### src/rtl/branch_resolve_pkg.sv
// Shared definitions for the branch resolution unit: entry layout helpers,
// the sequential-fetch increment and the mispredict cause encoding.
package branch_resolve_pkg;

  // Fall-through distance between sequential instructions.
  localparam int PC_INCR      = 4;
  localparam int PRED_TAKEN_W = 1;

  // Why an in-flight prediction was wrong.
  typedef enum logic [1:0] {
    MP_NONE  = 2'd0,
    MP_DIR   = 2'd1,  // branch direction wrong
    MP_TGT   = 2'd2,  // taken both ways, target wrong
    MP_ALIAS = 2'd3   // non-branch predicted taken
  } mp_cause_e;

  // In-flight entry is {pc, predicted taken, predicted target}.
  function automatic int entry_width(input int addr_w);
    return 2 * addr_w + PRED_TAKEN_W;
  endfunction

endpackage

### src/rtl/branch_resolve_if.sv
// Fetch/execute/predictor-update bundle of the branch resolution unit.
// master = surrounding pipeline, slave = branch_resolve.
interface branch_resolve_if #(
  parameter int ADDR_WIDTH = 32,
  parameter int CNT_WIDTH  = 32
);
  logic                  fetch_valid;
  logic                  fetch_ready;
  logic [ADDR_WIDTH-1:0] fetch_pc;
  logic                  predict_taken;
  logic [ADDR_WIDTH-1:0] predict_target_pc;
  logic                  ex_valid;
  logic                  ex_is_branch;
  logic                  ex_taken;
  logic [ADDR_WIDTH-1:0] ex_target_pc;
  logic [ADDR_WIDTH-1:0] ex_pc;
  logic                  flush;
  logic [ADDR_WIDTH-1:0] redirect_pc;
  logic                  branch_ex;
  logic [ADDR_WIDTH-1:0] branch_pc_ex;
  logic                  branch_taken_ex;
  logic [ADDR_WIDTH-1:0] branch_target_pc;
  logic [CNT_WIDTH-1:0]  branch_cnt;
  logic [CNT_WIDTH-1:0]  mispredict_cnt;
  logic                  queue_err;

  modport master (
    output fetch_valid, fetch_pc, predict_taken, predict_target_pc,
           ex_valid, ex_is_branch, ex_taken, ex_target_pc, ex_pc,
    input  fetch_ready, flush, redirect_pc, branch_ex, branch_pc_ex,
           branch_taken_ex, branch_target_pc, branch_cnt, mispredict_cnt,
           queue_err
  );

  modport slave (
    input  fetch_valid, fetch_pc, predict_taken, predict_target_pc,
           ex_valid, ex_is_branch, ex_taken, ex_target_pc, ex_pc,
    output fetch_ready, flush, redirect_pc, branch_ex, branch_pc_ex,
           branch_taken_ex, branch_target_pc, branch_cnt, mispredict_cnt,
           queue_err
  );
endinterface

### src/rtl/branch_resolve_fifo.sv
// bp_inflight_fifo: synchronous FIFO holding fetch-time predictions until
// their instructions reach execute. Pointers carry an extra wrap bit so
// full and empty are distinguishable.
module bp_inflight_fifo #(
  parameter int DEPTH   = 4,
  parameter int ENTRY_W = 65
) (
  input  logic                     clk,
  input  logic                     rst,
  input  logic                     push,
  input  logic [ENTRY_W-1:0]       push_data,
  input  logic                     pop,
  input  logic                     clear,
  output logic                     full,
  output logic                     empty,
  output logic [ENTRY_W-1:0]       head_data,
  output logic [$clog2(DEPTH):0]   level
);
  localparam int IDX_W = $clog2(DEPTH);
  localparam int PTR_W = IDX_W + 1;

  logic [ENTRY_W-1:0] mem [DEPTH];
  logic [PTR_W-1:0]   wptr;
  logic [PTR_W-1:0]   rptr;
  logic               push_en;
  logic               pop_en;

  assign push_en   = push && !full && !clear;
  assign pop_en    = pop && !empty && !clear;
  assign level     = wptr - rptr;
  assign full      = (level == PTR_W'(DEPTH));
  assign empty     = (wptr == rptr);
  assign head_data = mem[rptr[IDX_W-1:0]];

  // Pointer update; clear discards every in-flight entry at once.
  always_ff @(posedge clk or posedge rst) begin
    if (rst) begin
      wptr <= '0;
      rptr <= '0;
    end else if (clear) begin
      wptr <= '0;
      rptr <= '0;
    end else begin
      if (push_en) wptr <= wptr + PTR_W'(1);
      if (pop_en)  rptr <= rptr + PTR_W'(1);
    end
  end

  // Entry storage, written at the tail.
  always_ff @(posedge clk) begin
    if (push_en) mem[wptr[IDX_W-1:0]] <= push_data;
  end
endmodule

### src/rtl/branch_resolve.sv
// branch_resolve: matches execute outcomes against queued fetch predictions,
// raises flush/redirect on a mispredict, drives predictor updates and keeps
// saturating branch/mispredict statistics.
module branch_resolve
  import branch_resolve_pkg::*;
#(
  parameter int ADDR_WIDTH = 32,
  parameter int DEPTH      = 4,
  parameter int CNT_WIDTH  = 32
) (
  input logic          cpu_clk,
  input logic          cpu_rst,
  branch_resolve_if.slave bus
);
  localparam int ENTRY_W = entry_width(ADDR_WIDTH);
  localparam int PTR_W   = $clog2(DEPTH) + 1;

  function automatic logic [CNT_WIDTH-1:0] sat_inc(input logic [CNT_WIDTH-1:0] c);
    return (&c) ? c : c + CNT_WIDTH'(1);
  endfunction

  logic [ENTRY_W-1:0]    push_entry;
  logic [ENTRY_W-1:0]    head_entry;
  logic [ADDR_WIDTH-1:0] head_pc;
  logic                  head_taken;
  logic [ADDR_WIDTH-1:0] head_target;
  logic                  fifo_full;
  logic                  fifo_empty;
  logic [PTR_W-1:0]      fifo_level;

  logic                  pop_req_p0;
  logic                  pop_ok_p0;
  logic                  pop_empty_p0;
  logic                  pc_mismatch_p0;
  logic                  push_ok_p0;
  logic                  update_p0;
  logic                  mispredict_p0;
  mp_cause_e             cause_p0;
  logic [ADDR_WIDTH-1:0] redirect_pc_p0;
  logic [PTR_W-1:0]      level_p0;
  logic                  fetch_ready_p0;

  logic                  fetch_ready_p1;
  logic                  flush_p1;
  logic [ADDR_WIDTH-1:0] redirect_pc_p1;
  logic                  branch_ex_p1;
  logic [ADDR_WIDTH-1:0] branch_pc_p1;
  logic                  branch_taken_p1;
  logic [ADDR_WIDTH-1:0] branch_target_p1;
  logic [CNT_WIDTH-1:0]  branch_cnt_p1;
  logic [CNT_WIDTH-1:0]  mispredict_cnt_p1;
  logic                  queue_err_p1;

  assign push_entry = {bus.fetch_pc, bus.predict_taken, bus.predict_target_pc};
  assign {head_pc, head_taken, head_target} = head_entry;

  bp_inflight_fifo #(
    .DEPTH   (DEPTH),
    .ENTRY_W (ENTRY_W)
  ) u_fifo (
    .clk       (cpu_clk),
    .rst       (cpu_rst),
    .push      (push_ok_p0),
    .push_data (push_entry),
    .pop       (pop_ok_p0),
    .clear     (mispredict_p0),
    .full      (fifo_full),
    .empty     (fifo_empty),
    .head_data (head_entry),
    .level     (fifo_level)
  );

  // ---- stage p0: resolve the head entry against the execute outcome ----
  // The cycle after a mispredict (flush_p1) is a dead cycle: the retiring
  // instruction and any fetch are wrong-path and get ignored.
  assign pop_req_p0     = bus.ex_valid && !flush_p1;
  assign pop_ok_p0      = pop_req_p0 && !fifo_empty;
  assign pop_empty_p0   = pop_req_p0 && fifo_empty;
  assign pc_mismatch_p0 = pop_ok_p0 && (bus.ex_pc != head_pc);
  assign update_p0      = pop_ok_p0 && bus.ex_is_branch;

  // Mispredict classification and the correct next fetch address.
  always_comb begin
    cause_p0       = MP_NONE;
    redirect_pc_p0 = '0;
    if (pop_ok_p0) begin
      if (bus.ex_is_branch) begin
        if (bus.ex_taken != head_taken) begin
          cause_p0       = MP_DIR;
          redirect_pc_p0 = bus.ex_taken ? bus.ex_target_pc
                                        : head_pc + ADDR_WIDTH'(PC_INCR);
        end else if (bus.ex_taken && (bus.ex_target_pc != head_target)) begin
          cause_p0       = MP_TGT;
          redirect_pc_p0 = bus.ex_target_pc;
        end
      end else if (head_taken) begin
        cause_p0       = MP_ALIAS;
        redirect_pc_p0 = head_pc + ADDR_WIDTH'(PC_INCR);
      end
    end
  end

  assign mispredict_p0 = (cause_p0 != MP_NONE);
  // A push in the mispredict cycle is wrong-path and is dropped with the clear.
  assign push_ok_p0    = bus.fetch_valid && fetch_ready_p1 && !fifo_full &&
                         !flush_p1 && !mispredict_p0;

  // Next-state occupancy drives the registered ready, so a push can never
  // land on a full queue.
  always_comb begin
    level_p0 = fifo_level + PTR_W'(push_ok_p0) - PTR_W'(pop_ok_p0);
    if (mispredict_p0) level_p0 = '0;
  end
  assign fetch_ready_p0 = !mispredict_p0 && (level_p0 != PTR_W'(DEPTH));

  // ---- stage p1: registered outputs ----
  // Flush/redirect and fetch backpressure.
  always_ff @(posedge cpu_clk or posedge cpu_rst) begin
    if (cpu_rst) begin
      fetch_ready_p1 <= 1'b1;
      flush_p1       <= 1'b0;
      redirect_pc_p1 <= '0;
    end else begin
      fetch_ready_p1 <= fetch_ready_p0;
      flush_p1       <= mispredict_p0;
      if (mispredict_p0) redirect_pc_p1 <= redirect_pc_p0;
    end
  end

  // Predictor update: one-cycle strobe, buses hold the last update.
  always_ff @(posedge cpu_clk or posedge cpu_rst) begin
    if (cpu_rst) begin
      branch_ex_p1     <= 1'b0;
      branch_pc_p1     <= '0;
      branch_taken_p1  <= 1'b0;
      branch_target_p1 <= '0;
    end else begin
      branch_ex_p1 <= update_p0;
      if (update_p0) begin
        branch_pc_p1     <= head_pc;
        branch_taken_p1  <= bus.ex_taken;
        branch_target_p1 <= bus.ex_target_pc;
      end
    end
  end

  // Saturating statistics and the sticky queue error flag.
  always_ff @(posedge cpu_clk or posedge cpu_rst) begin
    if (cpu_rst) begin
      branch_cnt_p1     <= '0;
      mispredict_cnt_p1 <= '0;
      queue_err_p1      <= 1'b0;
    end else begin
      if (update_p0)     branch_cnt_p1     <= sat_inc(branch_cnt_p1);
      if (mispredict_p0) mispredict_cnt_p1 <= sat_inc(mispredict_cnt_p1);
      if (pop_empty_p0 || pc_mismatch_p0) queue_err_p1 <= 1'b1;
    end
  end

  assign bus.fetch_ready      = fetch_ready_p1;
  assign bus.flush            = flush_p1;
  assign bus.redirect_pc      = redirect_pc_p1;
  assign bus.branch_ex        = branch_ex_p1;
  assign bus.branch_pc_ex     = branch_pc_p1;
  assign bus.branch_taken_ex  = branch_taken_p1;
  assign bus.branch_target_pc = branch_target_p1;
  assign bus.branch_cnt       = branch_cnt_p1;
  assign bus.mispredict_cnt   = mispredict_cnt_p1;
  assign bus.queue_err        = queue_err_p1;
endmodule

### src/flat_wrapper.sv
// flat-port wrapper written by rule: the top's interface ports become plain ports
module branch_resolve_flat import branch_resolve_pkg::*;
#(
  parameter int ADDR_WIDTH = 32,
  parameter int DEPTH      = 4,
  parameter int CNT_WIDTH  = 32
)
  (cpu_clk, cpu_rst, bus_fetch_valid, bus_fetch_pc, bus_predict_taken, bus_predict_target_pc, bus_ex_valid, bus_ex_is_branch, bus_ex_taken, bus_ex_target_pc, bus_ex_pc, bus_fetch_ready, bus_flush, bus_redirect_pc, bus_branch_ex, bus_branch_pc_ex, bus_branch_taken_ex, bus_branch_target_pc, bus_branch_cnt, bus_mispredict_cnt, bus_queue_err);
  branch_resolve_if #(.ADDR_WIDTH(ADDR_WIDTH), .CNT_WIDTH(CNT_WIDTH)) bus_i ();
  input logic cpu_clk;
  input logic cpu_rst;
  input wire logic [$bits(bus_i.fetch_valid)-1:0] bus_fetch_valid;
  input wire logic [$bits(bus_i.fetch_pc)-1:0] bus_fetch_pc;
  input wire logic [$bits(bus_i.predict_taken)-1:0] bus_predict_taken;
  input wire logic [$bits(bus_i.predict_target_pc)-1:0] bus_predict_target_pc;
  input wire logic [$bits(bus_i.ex_valid)-1:0] bus_ex_valid;
  input wire logic [$bits(bus_i.ex_is_branch)-1:0] bus_ex_is_branch;
  input wire logic [$bits(bus_i.ex_taken)-1:0] bus_ex_taken;
  input wire logic [$bits(bus_i.ex_target_pc)-1:0] bus_ex_target_pc;
  input wire logic [$bits(bus_i.ex_pc)-1:0] bus_ex_pc;
  output wire logic [$bits(bus_i.fetch_ready)-1:0] bus_fetch_ready;
  output wire logic [$bits(bus_i.flush)-1:0] bus_flush;
  output wire logic [$bits(bus_i.redirect_pc)-1:0] bus_redirect_pc;
  output wire logic [$bits(bus_i.branch_ex)-1:0] bus_branch_ex;
  output wire logic [$bits(bus_i.branch_pc_ex)-1:0] bus_branch_pc_ex;
  output wire logic [$bits(bus_i.branch_taken_ex)-1:0] bus_branch_taken_ex;
  output wire logic [$bits(bus_i.branch_target_pc)-1:0] bus_branch_target_pc;
  output wire logic [$bits(bus_i.branch_cnt)-1:0] bus_branch_cnt;
  output wire logic [$bits(bus_i.mispredict_cnt)-1:0] bus_mispredict_cnt;
  output wire logic [$bits(bus_i.queue_err)-1:0] bus_queue_err;
  assign bus_i.fetch_valid = bus_fetch_valid;
  assign bus_i.fetch_pc = bus_fetch_pc;
  assign bus_i.predict_taken = bus_predict_taken;
  assign bus_i.predict_target_pc = bus_predict_target_pc;
  assign bus_i.ex_valid = bus_ex_valid;
  assign bus_i.ex_is_branch = bus_ex_is_branch;
  assign bus_i.ex_taken = bus_ex_taken;
  assign bus_i.ex_target_pc = bus_ex_target_pc;
  assign bus_i.ex_pc = bus_ex_pc;
  assign bus_fetch_ready = bus_i.fetch_ready;
  assign bus_flush = bus_i.flush;
  assign bus_redirect_pc = bus_i.redirect_pc;
  assign bus_branch_ex = bus_i.branch_ex;
  assign bus_branch_pc_ex = bus_i.branch_pc_ex;
  assign bus_branch_taken_ex = bus_i.branch_taken_ex;
  assign bus_branch_target_pc = bus_i.branch_target_pc;
  assign bus_branch_cnt = bus_i.branch_cnt;
  assign bus_mispredict_cnt = bus_i.mispredict_cnt;
  assign bus_queue_err = bus_i.queue_err;
  branch_resolve #(.ADDR_WIDTH(ADDR_WIDTH), .DEPTH(DEPTH), .CNT_WIDTH(CNT_WIDTH)) u_core (.cpu_clk(cpu_clk), .cpu_rst(cpu_rst), .bus(bus_i));
endmodule
### config.mk
export PLATFORM = sky130hd
export DESIGN_NAME = branch_resolve_flat
export DESIGN_NICKNAME = d
export VERILOG_FILES = /design/src/rtl/branch_resolve_pkg.sv /design/src/rtl/branch_resolve_if.sv /design/src/rtl/branch_resolve_fifo.sv /design/src/rtl/branch_resolve.sv /design/src/flat_wrapper.sv
export SDC_FILE = /design/constraint.sdc
export NUM_CORES = 1
export LEC_CHECK = 0
export CORE_MARGIN = 1
export CORE_UTILIZATION = 54
export CTS_CLUSTER_SIZE = 20
export DETAILED_ROUTE_END_ITERATION = 7
export GPL_TIMING_DRIVEN = 0
export PLACE_DENSITY = 0.81
export SKIP_CTS_REPAIR_TIMING = 1
export SLEW_MARGIN = 20
export SYNTH_ARGS = -nofsm -noshare
export SYNTH_HDL_FRONTEND = slang
export SYNTH_SLANG_ARGS = --single-unit
export TNS_END_PERCENT = 5
### constraint.sdc
create_clock -name cpu_clk -period 7.9 [get_ports cpu_clk]
set_input_delay 1.58 -clock cpu_clk [delete_from_list [all_inputs] [get_ports cpu_clk]]
set_output_delay 1.58 -clock cpu_clk [all_outputs]
set_load 0.01 [all_outputs]
# Yosys cells after proc, flatten, opt, wreduce, memory -nomap -nowiden
# Memory sizes are Yosys's and may differ from the RTL's.
# Index checks and enable logic that the tools add are counted.
# Widths: inputs -> output; s select.
# word_totals
memories	1
latch_bits	0
mem_bits_rw	260
inputBits	135
rom_bits	0
output_inout_bits	165
wordCells	74
ff_bits	171
# memory_table
memory	words	width	rd	rd_clocked_by_memory_dff	wr	line	text
u_core.u_fifo.mem	4	65	1	0	1	branch_resolve_fifo.sv:22	logic [ENTRY_W-1:0] mem [DEPTH];
# op_classes
n_bitwise	2
eq_ne	6
mux	18
n_lt_le_gt_ge	0
reduce_logical	27
shift	0
addsub	8
n_div	0
mul	0
# ops
cell	count
$mux 32	6
$add 32x1->32 const B	2
$ne 32x32->1	2
$reduce_and 32->1	2
$add 32x3->32 const B	1
$logic_and 1x1->1	15
$mux 3	5
$mux 2	5
$add 3x1->3 const B	2
$reduce_bool 2->1	3
$logic_not 1->1	4
$reduce_and 2->1	2
$add 3x1->3	1
$eq 3x3->1	1
$eq 3x3->1 const B	1
$ne 3x3->1 const B	1
$sub 3x1->3	1
$sub 3x3->3	1
$mux 1	2
$not 1->1	2
$logic_or 1x1->1	1
$ne 1x1->1	1

# Logic depth before layout (Yosys ltp)
# An unclocked memory read counts as a cell.
# logic_depth
depth_word	15
mapped_depth	18
mapped_depth_nobuf	13

# By module
# From an unflattened synthesis, not the netlist that was laid out.
# unflattened
cells_unflattened	1284
area_unflattened_um2	18408.9
# by_module_without_submodules
module	seq_area_each_um2	cells_per_inst	n_inst	area_each_um2
bp_inflight_fifo	7957.6	388	1	9816.9
branch_resolve	4130.2	896	1	8592.0

# Worst setup path before layout
# OpenSTA, ideal clock, no wires.
# synth_timing
kind	input-to-reg
start	input bus_ex_target_pc[9]
end	memory u_core.u_fifo.mem[0][0] (enable)
path_stages	7
t_required_ns	7.470
n_path_buf	1
arrival_ns	4.433
setup_slack_ns	3.037
setup_time_ns	0.430
cell_sequence	xnor2_1 -> or3_1 -> a211oi_1 -> nand3_1 -> o21ai_2 -> buf_2 -> and3_1
# synth_via
elab_chain_cells	13
# synth_lines
item	line	text
start, declared	flat_wrapper.sv:19	input wire logic [$bits(bus_i.ex_target_pc)-1:0] bus_ex_target_pc;
$ne 32x32->1 *	branch_resolve.sv:92	end else if (bus.ex_taken && (bus.ex_target_pc != head_target)) begin
$logic_and 1x1->1 *	branch_resolve.sv:92	
$mux 2 *	branch_resolve.sv:92	
$mux 2 *	branch_resolve.sv:88	if (bus.ex_taken != head_taken) begin
$mux 2 *	branch_resolve.sv:87	if (bus.ex_is_branch) begin
$mux 2 *	branch_resolve.sv:86	if (pop_ok_p0) begin
$reduce_bool 2->1 *	branch_resolve.sv:103	assign mispredict_p0 = (cause_p0 != MP_NONE);
$logic_not 1->1 *	branch_resolve_fifo.sv:28, branch_resolve.sv:106	
$logic_and 1x1->1	branch_resolve.sv:106	!flush_p1 && !mispredict_p0;
$logic_and 1x1->1	branch_resolve_fifo.sv:28	assign push_en = push && !full && !clear;
$logic_and 1x1->1 *	branch_resolve_fifo.sv:28	
$mux 1 *	branch_resolve_fifo.sv:51	if (push_en) mem[wptr[IDX_W-1:0]] <= push_data;
$mux 1 (implied by the code) *	branch_resolve_fifo.sv:51	
end, declared	branch_resolve_fifo.sv:22	
# Every way passes the cells marked *; elsewhere a longest branch is shown, timed or not.

# Final worst setup path
# layout_timing
start	register u_core.u_fifo.rptr[1]
end	register u_core.branch_cnt_p1[23] (netlist: u_core.bus.branch_cnt[23])
# layout_via
elab_chain_cells	5
# layout_lines
item	line	text
start, declared	branch_resolve_fifo.sv:24	logic [PTR_W-1:0] rptr;
start signal, assigned	branch_resolve_fifo.sv:45	if (pop_en) rptr <= rptr + PTR_W'(1);
$eq 3x3->1	branch_resolve_fifo.sv:32	assign empty = (wptr == rptr);
$logic_not 1->1	branch_resolve.sv:77	assign pop_ok_p0 = pop_req_p0 && !fifo_empty;
$logic_and 1x1->1	branch_resolve.sv:77	
$logic_and 1x1->1	branch_resolve.sv:80	assign update_p0 = pop_ok_p0 && bus.ex_is_branch;
$reduce_and 2->1 (no source line)	n/a	
end signal, assigned	branch_resolve.sv:154	if (update_p0) branch_cnt_p1 <= sat_inc(branch_cnt_p1);
end, declared	branch_resolve.sv:50	logic [CNT_WIDTH-1:0] branch_cnt_p1;
# Every way passes these cells.
# A chain may end at the register's enable or synchronous reset.

==> results_dict.tcl <==
set metrics [dict create \
    hold_path_startpoint "u_core.bus.queue_err" \
    drcViolationCount 0 \
    die_area_um2 34400 \
    routed_wl_um 49500 \
    grt_pass1_vias 12611 \
    grt_overflow 0 \
    critPathCaptureType "flip-flop" \
    max_cap_viol_count 0 \
    syn_area_per_cell_um2 14.1 \
    criticalPathCategory "reg2reg" \
    hp-class "reg2reg" \
    syn_inst 1286 \
    placed_area_um2 21800 \
    cts.htree.levels 2 \
    dr.pass1.iters 8 \
    crit_required_ns 8.32 \
    syn_to_final_growth_pct 28.7 \
    wl_per_cell_um 23.4 \
    synth_edf_count 260 \
    ff2ff_path_depth 16 \
    critPathLaunchType "flip-flop" \
    min_path_cells 1 \
    io_buffers 298 \
    ctsRootBufferMaster "clkbuf_16" \
    vias 12407 \
    cts.reportedPaths.clkPinSlew_ns 0.06 \
    ant_nets 0 \
    r2r_setup_slack_ns 2.90 \
    worst_slack_ns 2.90 \
    yosysSeqAreaShare 0.666 \
    layout.nets 1785 \
    async_flop_share 0.397 \
    synth_cell_types 50 \
    place_ws_ns 2.65 \
    grt_pass1_wl_um 74200 \
    final_common_cell "clkdlybuf4s50_1" \
    clk_path_buf_depth 3 \
    cts_buffers 45 \
    min_period_ns 5.00 \
    path_max_fanout 10 \
    hold_end "u_core.bus.queue_err" \
    ys_seq_elements 431 \
    finalPower_mw 8.50 \
    setup_viol 0 \
    seqPwrFrac 0.378 \
    r2r_start "u_core.u_fifo.rptr[1]" \
    p_int_mw 5.61 \
    gp_congestion 0.898 \
    p_sw_frac 0.340 \
    p_clk_frac 0.256 \
    fmax_mhz 200 \
    drtIter0Drc 1080 \
    die_w_um 185 \
    ir_drop_mv 0.235 \
    synth.net_count 1435 \
    antenna_found_initial 2 \
    tightest_slew_ns 0.890 \
    grt_start_max_net_pins 102 \
    fin_util 0.713 \
    netSwitchingPower_mw 2.89 \
    final_area_um2 23400 \
    initial_core_util 0.554 \
    status "completed" \
    yosys_warnings 0 \
    clock_sinks 431 \
    synth-main-ff-cell "edfxtp_1" \
    pin_count 300 \
    reg2reg_to "u_core.bus.branch_cnt[23]" \
    row_count 66 \
    p_comb_frac 0.366 \
    drive_gt1_frac 0.106 \
    vias_per_cell 5.87 \
    hold_viol 0 \
    leakage_nw 8.80 \
    place_hpwl_um 35200 \
    slew_headroom 0.406 \
    worstSkewPairLatency_ns 0.54 \
    final.setup_skew_ns 0.0120 \
    synth_area_um2 18200 \
    crit_arrival_ns 5.42 \
    drv_slew 0 \
    die_h_um 185 \
    rsz0062_at_grt "false" \
    period_share 0.633 \
    p_per_area_nw_per_um2 364 \
    cts_tree "done" \
    grt_usage 0.295 \
    final_cell_mix "298 x clkdlybuf4s50_1, 260 x edfxtp_1, 227 x nand2_1" \
    core_um2 32800 \
    tns_ns 0 \
]
worst max-delay path: stages, from the launching register on:
cell,delay [ns]
dfrtp_1,0.43
buf_2,0.22
buf_2,0.32
buf_4,0.26
buf_4,0.24
inv_1,0.09
ha_1,0.28
nand3_1,0.20
nand2_1,0.18
inv_1,0.19
nand2_1,0.38
inv_2,0.34
o21ai_1,0.29
nor4_2,0.65
nor2b_1,0.48
nand4_1,0.17
xnor2_1,0.16
sequential cells by signal (all words and copies together), names as in the netlist:
signal,flops
u_core.bus.mispredict_cnt,32
u_core.bus.branch_ex,1
u_core.u_fifo.mem,260
u_core.bus.redirect_pc,32
u_core.bus.fetch_ready,1
u_core.bus.branch_target_pc,32
u_core.bus.branch_cnt,32
u_core.u_fifo.rptr,3
u_core.bus.branch_taken_ex,1
u_core.bus.flush,1
u_core.bus.queue_err,1
u_core.u_fifo.wptr,3
u_core.bus.branch_pc_ex,32
cell families (layout without fill, tap and decap cells):
kind of cell,count (synthesis),in the layout,share of synthesized area
AOI/OAI and AO/OA,82,82,0.0278
muxes,74,74,0.0843
adders and majority gates,14,14,0.0105
buffers and inverters,75,461,0.0207
xor gates and xnor gates,163,163,0.0786
and+or+nand+nor,447,447,0.113
DFF,431,431,0.666
other,0,1,0
routing by layer:
metal  vias up  routed length [µm]  part of all wire  global-route usage
met3       156                4770             0.096              0.0578
met5         -                  10           0.00020                   0
li1       5394                   -                 -                   -
met4         2                2440             0.049               0.145
met1      6155               18600              0.38               0.387
met2       700               23700              0.48               0.474
Yosys cell counts (3+ instances only):
library cell,n,area [µm²]
a21oi_1,24,120
a221oi_1,3,26.3
a22oi_1,16,120
and2_1,6,37.5
and3_1,17,106
and4_1,9,78.8
buf_2,10,50.1
buf_4,4,30.0
buf_6,3,33.8
clkbuf_1,29,109
dfrtp_1,170,4250
edfxtp_1,260,7810
ha_1,12,150
inv_1,23,86.3
mux2i_1,9,90.1
mux4_2,63,1420
nand2_1,227,852
nand3_1,36,180
nand4_1,54,338
nor2_1,65,244
nor3_1,17,85.1
nor4_1,5,31.3
o21ai_0,21,105
o31ai_1,4,30.0
or2_2,3,18.8
or3_1,3,18.8
xnor2_1,120,1050
xor2_1,43,377
how the worst max path moves through the flow:
stage               slack (ns)                        endpoint                   from  depth (start not counted)
floorplan                 1.69        u_core.bus.branch_cnt[0]                cpu_rst                          1
global placement         -0.79  u_core.bus.branch_target_pc[4]                cpu_rst                          2
detailed placement        2.65        u_core.u_fifo.mem[0][18]    bus_ex_target_pc[8]                          9
CTS                       2.89       u_core.bus.branch_cnt[23]  u_core.u_fifo.rptr[1]                         16
global route              2.57       u_core.bus.branch_cnt[23]  u_core.u_fifo.rptr[1]                         16
finish                    2.90       u_core.bus.branch_cnt[23]  u_core.u_fifo.rptr[1]                         16
stage by stage:
step | hold slack (ns) | instances
6_report | 0.474 | 2115
5_1_grt | 0.491 | 2115
4_1_cts | 0.473 | 2114
3_5_place_dp | 0.456 | 2031
3_3_place_gp | 0.440 | 2026
2_1_floorplan | 0.493 | 1286
power by group through the flow:
stage	Sequential, mW	Combinational (mW)	Clock, mW
global placement	3.25	2.97	0
floorplan	3.29	1.65	0
detailed placement	3.24	3.08	0
CTS	3.21	3.11	2.20
global route	3.25	3.33	2.28
finish	3.21	3.12	2.17
area by class of cell:
cell class	instances	area (µm²)
sequential	431	12100
fill	2168	9410
multi-input combinational	780	5720
timing repair buffer	303	3110
clock buffer	54	1180
tap	442	553
clock inverter	29	342
buffer	50	282
inverter	25	101
antenna	1	2.50
Note: power is estimated with default switching activity, not from simulation.
